<file path="config.mk">
export PLATFORM = sky130hd
export DESIGN_NAME = lsu_sequencer
export DESIGN_NICKNAME = d
export VERILOG_FILES = /design/src/rtl/lsu_pkg.sv /design/src/rtl/lsu_align.sv /design/src/rtl/lsu_sequencer.sv
export SDC_FILE = /design/constraint.sdc
export NUM_CORES = 1
export LEC_CHECK = 0
export ABC_AREA = 1
export ABC_CLOCK_PERIOD_IN_PS = 2400
export CAP_MARGIN = 20
export CORE_ASPECT_RATIO = 0.75
export CORE_MARGIN = 10
export CORE_UTILIZATION = 51
export CTS_CLUSTER_DIAMETER = 120
export DETAILED_ROUTE_END_ITERATION = 16
export PLACE_DENSITY_LB_ADDON = 0.25
export SLEW_MARGIN = 5
export SYNTH_ARGS = -nofsm -noshare
export SYNTH_HDL_FRONTEND = slang
export SYNTH_SLANG_ARGS = --single-unit
</file>
<file path="constraint.sdc">
create_clock -name clk -period 2.4 [get_ports clk]
set_input_delay 0.36 -clock clk [delete_from_list [all_inputs] [get_ports clk]]
set_output_delay 0.36 -clock clk [all_outputs]
set_load 0.005 [all_outputs]
</file>
<file path="src/rtl/lsu_pkg.sv">
// lsu_pkg: shared state encoding, funcMem codes and access-size decode
// for the load/store sequencer.
package lsu_pkg;

    localparam int unsigned WORD_W = 32;

    localparam logic [2:0] FM_B  = 3'b000;
    localparam logic [2:0] FM_H  = 3'b001;
    localparam logic [2:0] FM_W  = 3'b010;
    localparam logic [2:0] FM_BU = 3'b100;
    localparam logic [2:0] FM_HU = 3'b101;

    typedef enum logic [2:0] {
        ST_IDLE  = 3'd0,
        ST_REQ0  = 3'd1,
        ST_WAIT0 = 3'd2,
        ST_REQ1  = 3'd3,
        ST_WAIT1 = 3'd4,
        ST_DONE  = 3'd5
    } lsu_state_e;

    // log2 of the access size in bytes; meaningful only for legal codes
    function automatic logic [1:0] fm_size_log2(input logic [2:0] func);
        return func[1:0];
    endfunction

    function automatic logic fm_legal(input logic [2:0] func, input logic is_write);
        logic ok;
        case (func)
            FM_B, FM_H, FM_W: ok = 1'b1;
            FM_BU, FM_HU:     ok = ~is_write;
            default:          ok = 1'b0;
        endcase
        return ok;
    endfunction

endpackage

</file>
<file path="src/rtl/lsu_align.sv">
// lsu_align: byte-lane mask and shift for stores, lane extract and
// sign/zero extension for loads. Shared by both bus beats.
module lsu_align
    import lsu_pkg::*;
(
    input  logic [1:0]          size_log2,
    input  logic [1:0]          offset,
    input  logic                sign_ext,
    input  logic [WORD_W-1:0]   st_data,
    input  logic [2*WORD_W-1:0] ld_raw,
    output logic [7:0]          lane_mask_c,
    output logic [2*WORD_W-1:0] st_lanes_c,
    output logic [WORD_W-1:0]   ld_data_c
);

    logic [4:0]        shamt;
    logic [7:0]        base_mask;
    logic [WORD_W-1:0] ld_shift;

    assign shamt = {offset, 3'b000};

    always_comb begin
        base_mask   = 8'b0000_1111;
        lane_mask_c = 8'h00;
        st_lanes_c  = '0;
        ld_shift    = '0;
        ld_data_c   = '0;
        case (size_log2)
            2'd0:    base_mask = 8'b0000_0001;
            2'd1:    base_mask = 8'b0000_0011;
            default: base_mask = 8'b0000_1111;
        endcase
        lane_mask_c = base_mask << offset;
        st_lanes_c  = {WORD_W'(0), st_data} << shamt;
        // low word of the shifted pair holds the addressed bytes
        ld_shift    = WORD_W'(ld_raw >> shamt);
        case (size_log2)
            2'd0:    ld_data_c = {{(WORD_W-8){sign_ext & ld_shift[7]}}, ld_shift[7:0]};
            2'd1:    ld_data_c = {{(WORD_W-16){sign_ext & ld_shift[15]}}, ld_shift[15:0]};
            default: ld_data_c = ld_shift;
        endcase
    end

endmodule

</file>
<file path="src/rtl/lsu_sequencer.sv">
// lsu_sequencer: sequences one load/store onto a req/gnt/rvalid memory bus.
// Define LSU_MISALIGNED_EN to split word-crossing accesses into two beats
// instead of flagging them as misaligned.
module lsu_sequencer
    import lsu_pkg::*;
#(
    parameter int unsigned ADDR_W = 32,
    parameter int unsigned DATA_W = 32
) (
    input  logic              clk,
    input  logic              rst_n,
    input  logic              op_valid,
    input  logic              op_write,
    input  logic [2:0]        func_mem,
    input  logic [ADDR_W-1:0] op_addr,
    input  logic [DATA_W-1:0] op_wdata,
    output logic              stall,
    output logic              done,
    output logic              err,
    output logic [DATA_W-1:0] load_data,
    output logic              mem_req,
    output logic              mem_we,
    output logic [ADDR_W-1:0] mem_addr,
    output logic [3:0]        mem_be,
    output logic [DATA_W-1:0] mem_wdata,
    input  logic              mem_gnt,
    input  logic              mem_rvalid,
    input  logic [DATA_W-1:0] mem_rdata
);

    generate
        if (DATA_W != WORD_W) begin : g_bad_data_w
            $error("lsu_sequencer: DATA_W must be 32");
        end
    endgenerate

    lsu_state_e          state;
    logic                op_write_q, sign_ext_q, split_q;
    logic [1:0]          size_q, offset_q;
    logic [WORD_W-1:0]   wdata_q, beat0_q;

    logic                idle;
    logic [1:0]          size_in;
    logic                misaligned, split_in, bad_in;
    logic [1:0]          al_size, al_off;
    logic [WORD_W-1:0]   al_wdata, ld_data;
    logic [2*WORD_W-1:0] ld_raw, st_lanes;
    logic [7:0]          lane_mask;

    assign idle    = (state == ST_IDLE);
    assign size_in = fm_size_log2(func_mem);

`ifdef LSU_MISALIGNED_EN
    logic [3:0] acc_end;
    assign acc_end    = {2'b00, op_addr[1:0]} + (4'd1 << size_in);
    assign misaligned = 1'b0;
    assign split_in   = (acc_end > 4'd4);
`else
    assign misaligned = ((size_in == 2'd1) && op_addr[0])
                     || ((size_in == 2'd2) && (op_addr[1:0] != 2'b00));
    assign split_in   = 1'b0;
`endif

    assign bad_in = ~fm_legal(func_mem, op_write) | misaligned;

    // the aligner sees the incoming op in IDLE and the latched op afterwards
    assign al_size  = idle ? size_in : size_q;
    assign al_off   = idle ? op_addr[1:0] : offset_q;
    assign al_wdata = idle ? op_wdata : wdata_q;
    assign ld_raw   = (state == ST_WAIT1) ? {mem_rdata, beat0_q} : {WORD_W'(0), mem_rdata};

    lsu_align u_align (
        .size_log2   (al_size),
        .offset      (al_off),
        .sign_ext    (sign_ext_q),
        .st_data     (al_wdata),
        .ld_raw      (ld_raw),
        .lane_mask_c (lane_mask),
        .st_lanes_c  (st_lanes),
        .ld_data_c   (ld_data)
    );

    // reset also releases the pipeline so a flushed op does not hold it
    assign stall = op_valid & ~done & rst_n;

    always_ff @(posedge clk or negedge rst_n) begin
        if (!rst_n) begin
            state      <= ST_IDLE;
            mem_req    <= 1'b0;
            mem_we     <= 1'b0;
            mem_addr   <= '0;
            mem_be     <= '0;
            mem_wdata  <= '0;
            done       <= 1'b0;
            err        <= 1'b0;
            load_data  <= '0;
            op_write_q <= 1'b0;
            sign_ext_q <= 1'b0;
            split_q    <= 1'b0;
            size_q     <= '0;
            offset_q   <= '0;
            wdata_q    <= '0;
            beat0_q    <= '0;
        end else begin
            done <= 1'b0;
            case (state)
                ST_IDLE: if (op_valid) begin
                    op_write_q <= op_write;
                    sign_ext_q <= ~func_mem[2];
                    split_q    <= split_in;
                    size_q     <= size_in;
                    offset_q   <= op_addr[1:0];
                    wdata_q    <= op_wdata;
                    if (bad_in) begin
                        state     <= ST_DONE;
                        done      <= 1'b1;
                        err       <= 1'b1;
                        load_data <= '0;
                    end else begin
                        state     <= ST_REQ0;
                        mem_req   <= 1'b1;
                        mem_we    <= op_write;
                        mem_addr  <= {op_addr[ADDR_W-1:2], 2'b00};
                        mem_be    <= lane_mask[3:0];
                        mem_wdata <= st_lanes[WORD_W-1:0];
                    end
                end
                ST_REQ0, ST_REQ1: if (mem_gnt) begin
                    if (op_write_q && split_q && (state == ST_REQ0)) begin
                        state     <= ST_REQ1;
                        mem_addr  <= mem_addr + ADDR_W'(4);
                        mem_be    <= lane_mask[7:4];
                        mem_wdata <= st_lanes[2*WORD_W-1:WORD_W];
                    end else begin
                        mem_req <= 1'b0;
                        mem_we  <= 1'b0;
                        if (op_write_q) begin
                            state     <= ST_DONE;
                            done      <= 1'b1;
                            err       <= 1'b0;
                            load_data <= '0;
                        end else begin
                            state <= (state == ST_REQ0) ? ST_WAIT0 : ST_WAIT1;
                        end
                    end
                end
                ST_WAIT0: if (mem_rvalid) begin
                    beat0_q <= mem_rdata;
                    if (split_q) begin
                        state    <= ST_REQ1;
                        mem_req  <= 1'b1;
                        mem_addr <= mem_addr + ADDR_W'(4);
                        mem_be   <= lane_mask[7:4];
                    end else begin
                        state     <= ST_DONE;
                        done      <= 1'b1;
                        err       <= 1'b0;
                        load_data <= ld_data;
                    end
                end
                ST_WAIT1: if (mem_rvalid) begin
                    state     <= ST_DONE;
                    done      <= 1'b1;
                    err       <= 1'b0;
                    load_data <= ld_data;
                end
                ST_DONE: state <= ST_IDLE;
                default: state <= ST_IDLE;
            endcase
        end
    end

endmodule

</file>
==> flow_summary.ini, run 1 <==
[clocking]
cts-buffers-inserted = 17
clockBufferDepth = 2
h-tree-depth = 4
clk_latency_ps = 430
cts_tree = done
root_buffer = clkbuf_16
holdBufCountCts = 0
cts_sinks = 175
clk_pin_slew_ps = 70

[run_status]
status = finished, final reports clean

[synthesis]
ys_types = 34
synth_area_mm2 = 0.009296
synthXorXnorAreaFrac = 0
synth_fa_ha_area_frac = 0
synth_compound_area_frac = 0.1149
synth.area.mux_share = 0.01938
synth_seq_area_share = 0.4711
synth_area_per_cell_um2 = 7.413
yosysWarnings = 0
synth_top_family_by_area = simple AND/OR/NAND/NOR gates
synth_simple_gate_area_frac = 0.3112
synth-seq-cells = 175
syn_inst = 1254

[global_route]
grt_start_max_net_pins = 176
overflow = 0
grt_pass1_wl_um = 46960
track_usage = 0.2456
grt_antenna_before_repair = 0
grt_pass1_vias = 8417

[worst_setup_path]
crit_type = flip-flop to flip-flop
worstPathMaxFanout = 33
crit_required_ps = 2720
startpoint_type = flip-flop
arrival_ps = 2600
end_kind = flip-flop

[die]
rows = 42
die_h_um = 136.9
start_util = 0.5234
core_area_mm2 = 0.01776
chipWidth_um = 175.9
dieArea_mm2 = 0.02409
io_pins = 210

[route]
avgViaCountPerCell = 5.414
antenna_left = 0
wl_per_cell_um = 17.66
num_vias = 9096
drt-total-wl_um = 29670
drc = 0
drt_iter0_drc = 1318
dr.pass1.iters = 5

[finish]
drive_above_1_share = 0.07163
antennaDiodeCount = 0
final_common_cell = nand2_1
final_cell_mix = nand2_1 (527), clkdlybuf4s50_1 (206), dfrtp_1 (175), nand3_1 (116), o21ai_0 (88)
nNetsFinal = 1530
fin_area_mm2 = 0.01212
finalCoreUtilization = 0.6822
syn_to_final_growth_pct = 30.34

[power_and_ir_drop]
p_total_uw = 17100
power_density_mw_per_mm2 = 1411
leakage_uw = 0.005972
peakVddDrop_mv = 0.7562

[placement]
port-buffer-count = 207
post-dp-hpwl_um = 21820
placed_cell_area_mm2 = 0.01156
gp_congestion = 0.9261

[flow_run]
maxCapViolations = 0

[sta]
period_needed_ps = 2276
final.setup_skew_ps = 7.447
relSlewSlack = 0.3670
max_freq_mhz = 439.3
report.final.slew_viol_count = 0
fin_tns_setup_ps = 0
hold_viol = 0
period_share = 0.9485
worst_slew_pin_slew_ps = 949.4
rsz0062_at_grt = no
setup_violations = 0

[hold_path]
hold_path.class = primary input to async pin
-- layout make-up --
cell class,count,area (um^2)
sequential,175,4379
tap,242,302.8
multi-input combinational,911,4159
timing repair buffer,232,2386
clock buffer,18,429.2
inverter,88,334.1
clock inverter,14,126.4
fill,1501,5645
-- repair_timing --
item	in CTS	in global routing
resized for setup	0	1
setup buffers	0	0
endpoints found under the setup margin	0	8
-- sequential cells by signal (all words and copies together) (netlist names), 2 cells and up --
| register | cells |
|---|---|
| offset_q | 2 |
| mem_addr | 30 |
| size_q | 2 |
| beat0_q | 32 |
| mem_wdata | 32 |
| state | 3 |
| wdata_q | 32 |
| mem_be | 4 |
| load_data | 32 |
-- where the power goes --
group	internal, uW	switching (uW)
Sequential	4240	759
Clock	1360	1270
Combinational	3810	5660
Total	9420	7690
-- cells by family (layout without fill, tap and decap cells) --
logic type,Yosys count,count (layout)
muxes,16,16
AOI/OAI and AO/OA,193,193
buffers and inverters,169,352
other,1,2
and+or+nand+nor,700,700
DFF,175,175
-- metrics by stage --
| stage | setup WS, ps | instances | hold WS (ps) |
|---|---|---|---|
| 6_report | 123.6 | 1680 | 87.46 |
| 3_3_place_gp | 199.5 | 1648 | 457.1 |
| 2_1_floorplan | 668.2 | 1255 | 64.41 |
| 3_5_place_dp | 156.6 | 1648 | 464.2 |
| 5_1_grt | 16.43 | 1680 | 186.1 |
| 4_1_cts | 148.7 | 1680 | 156.9 |
-- cell usage after synthesis --
library cell | instances | area [um^2]
nand2_1 | 528 | 1982
dfrtp_1 | 175 | 4379
nand3_1 | 116 | 580.6
o21ai_0 | 88 | 440.4
inv_1 | 81 | 304.0
buf_2 | 42 | 210.2
a21oi_1 | 39 | 195.2
o21ai_1 | 37 | 185.2
nor2_1 | 32 | 120.1
clkbuf_1 | 22 | 82.58
mux2_2 | 16 | 180.2
o211ai_1 | 14 | 105.1
buf_4 | 10 | 75.07
buf_6 | 6 | 67.56
inv_2 | 6 | 22.52
a2bb2oi_1 | 5 | 43.79
nand2_2 | 5 | 31.28
nand4_1 | 4 | 25.02
o22ai_1 | 4 | 25.02
nand3_2 | 3 | 30.03
nor2_4 | 3 | 33.78
o21ai_4 | 3 | 48.80
nand2_4 | 2 | 22.52
nand3_4 | 2 | 35.03
nor2_2 | 2 | 12.51
buf_1 | 1 | 3.750
conb_1 | 1 | 3.750
inv_4 | 1 | 6.260
nand3b_1 | 1 | 7.510
o2111ai_1 | 1 | 8.760
o21ai_2 | 1 | 8.760
o31ai_1 | 1 | 7.510
or2_1 | 1 | 6.260
or2_2 | 1 | 6.260
-- final timing paths --
kind / startpoint / endpoint / slack [ps] / cells past startpoint
min in group clk: op_addr[27] / mem_addr[27]$_DFFE_PN0P_ / 470 / 3
setup reg to reg: state[0]$_DFFE_PN0P_ / mem_wdata[26]$_DFFE_PN0P_ / 120 / 7
hold / removal: rst_n / wdata_q[18]$_DFFE_PN0P_ / 90 / 2
hold reg to reg: load_data[12]$_DFFE_PN0P_ / load_data[12]$_DFFE_PN0P_ / 480 / 2
max in group asynchronous: rst_n / mem_addr[13]$_DFFE_PN0P_ / 1610 / 2
setup / recovery: state[0]$_DFFE_PN0P_ / mem_wdata[26]$_DFFE_PN0P_ / 120 / 7
-- worst max-delay path: stages, from the launching register on --
cell      delay (ps)
dfrtp_1          430
nor2_4           230
nand2_4          250
buf_12           250
o21ai_0          480
o211ai_1         270
nand3_1          180
nand2_1           60
-- metal layers --
metal	vias to the layer above	wire, um	track usage
met5	-	0	0
li1	4343	-	-
met3	26	3214	0.07269
met2	485	12500	0.3547
met4	0	253	0.05449
met1	4242	13700	0.3548
No activity file was read; power rests on OpenSTA's default activity.
==> run 2, diff against run 1 <==
Settings changed: CTS_CLUSTER_DIAMETER 120 to 200, REMOVE_ABC_BUFFERS set to 1.
==> run 2 against run 1 <==
Net effect:
- combinational power decreased by 3.7%
- fmax grew 2.2%
- critical path depth shrank 1
- clock power grew 7%
- hold slack got worse by 43 ps
- clock skew grew 7.0 ps
- global-route usage fell by 1.8 points
- first-iteration DRC count decreased by 29%
- largest power group unchanged
==> flow_summary.ini, run 2 (synthesis results as in run 1) <==
[worst_setup_path]
regToRegStartpoint = state[0]$_DFFE_PN0P_
crit_required_ps = 2750
ff2ff_path_depth = 6
worst_r2r_endpoint = mem_wdata[1]$_DFFE_PN0P_
end_kind = flip-flop
worstPathMaxFanout = 25
startpoint_type = flip-flop
r2r_slack_ps = 170
crit_type = flip-flop to flip-flop
arrival_ps = 2570

[global_route]
grt_pass1_vias = 8599
overflow = 0
track_usage = 0.2278
grt_pass1_wl_um = 44420
grt_antenna_before_repair = 2
grt_start_max_net_pins = 137

[finish]
final_cell_mix = nand2_1 (527), clkdlybuf4s50_1 (206), dfrtp_1 (175), nand3_1 (116), o21ai_0 (88)
finalCoreUtilization = 0.6828
fillers = 1538
syn_to_final_growth_pct = 30.46
final_common_cell = nand2_1
drive_above_1_share = 0.07232
nNetsFinal = 1532

[route]
num_vias = 8889
antenna_left = 0
drt-total-wl_um = 27800
avgViaCountPerCell = 5.285
dr.pass1.iters = 5
drc = 0
wl_per_cell_um = 16.53
drt_iter0_drc = 940

[sta]
max_freq_mhz = 448.9
rsz0062_at_grt = no
setup_violations = 0
report.final.slew_viol_count = 0
period_needed_ps = 2228
relSlewSlack = 0.4867
period_share = 0.9282
worst_slew_pin_slew_ps = 770.0
hold_viol = 0
fin_tns_setup_ps = 0
final.setup_skew_ps = 14.41

[die]
start_util = 0.5234
core_area_mm2 = 0.01776
rows = 42
chipWidth_um = 175.9
io_pins = 210
die_h_um = 136.9
dieArea_mm2 = 0.02409

[clocking]
clk_latency_ps = 440
cts_sinks = 175
root_buffer = clkbuf_16
clockBufferDepth = 2
cts_tree = done
postCtsSetupBuffers = 0
holdBufCountCts = 0
post_cts_resized = 0
cts-buffers-inserted = 17
clk_pin_slew_ps = 70
h-tree-depth = 4

[power_and_ir_drop]
leakage_uw = 0.005974
clkPwrFrac = 0.166
seq_power_share = 0.294
comb_power_share = 0.540
intPower_uw = 9569
power_density_mw_per_mm2 = 1393
peakVddDrop_mv = 0.6666
swShare = 0.4337
switchingPower_uw = 7327

[flow_run]
maxCapViolations = 0

[run_status]
status = finished, final reports clean

[placement]
post-dp-hpwl_um = 19010
gp_congestion = 0.8601
port-buffer-count = 207

[hold_path]
hold_path.class = primary input to async pin
run 2: changes by cell type in the layout (fill, tap and decap cells not counted):
cell	delta
buf_4	+5
clkinv_8	-1
clkinvlp_4	+1
buf_12	-3
clkinv_2	-2
clkbuf_1	-1
inv_8	-2
clkbuf_8	+2
diode_2	+2
bufinv_16	+2
inv_2	+1
inv_6	-2
run 2: worst max-delay path, cell delays in order (launching register included):
cell and delay (ps):
dfrtp_1 420, nor2_4 210, nand2_4 190, o21ai_4 410, buf_4 400, nand3_2 270
o21ai_1 220
run 2: layer usage:
metal	routed length (um)	track usage	part of all wire	up-vias
li1	-	-	-	4351
met1	12180	0.2975	0.44	4197
met2	12660	0.3564	0.46	311
met3	2422	0.06966	0.087	30
met4	526	0.07233	0.019	0
met5	0	0	0	-
run 2: layout make-up:
type,instances,area [um^2],area share
Sequential cell,175,4379,0.3611
Multi-Input combinational cell,911,4159,0.3429
Timing Repair Buffer,234,2364,0.1949
Clock buffer,19,452.9,0.03735
Inverter,88,332.8,0.02744
Tap cell,242,302.8,0.02497
Clock inverter,11,132.6,0.01094
Antenna cell,2,5.005,0.0004127
run 2: stage by stage:
stage	setup slack [ps]	hold slack [ps]	std cells	cell area [um^2]	power [uW]
floorplan	-1367	64.41	1174	8861	10110
global route	42.09	91.75	1682	12130	18230
global placement	211.8	459.2	1650	11540	13770
CTS	197.5	56.00	1680	12120	16900
detailed placement	188.5	461.6	1650	11540	14010
finish	172.4	44.89	1682	12130	16900
run 2: worst max-delay path by stage:
stage,startpoint,endpoint,slack [ps]
finish,state[0]$_DFFE_PN0P_,mem_wdata[1]$_DFFE_PN0P_,170
floorplan,state[0]$_DFFE_PN0P_,mem_wdata[0]$_DFFE_PN0P_,-1370
detailed placement,op_addr[1],mem_wdata[1]$_DFFE_PN0P_,190
global route,state[0]$_DFFE_PN0P_,mem_wdata[1]$_DFFE_PN0P_,40
CTS,state[0]$_DFFE_PN0P_,mem_wdata[1]$_DFFE_PN0P_,200
global placement,op_addr[0],load_data[18]$_DFFE_PN0P_,210
run 2: power groups by stage:
stage	Clock [uW]	Sequential (uW)	Combinational, uW
after floorplan	0	4980	5130
after global placement	0	4940	8830
after detailed placement	0	4980	9030
after CTS	2830	4960	9110
after global routing	2940	5110	10200
final	2810	4970	9120
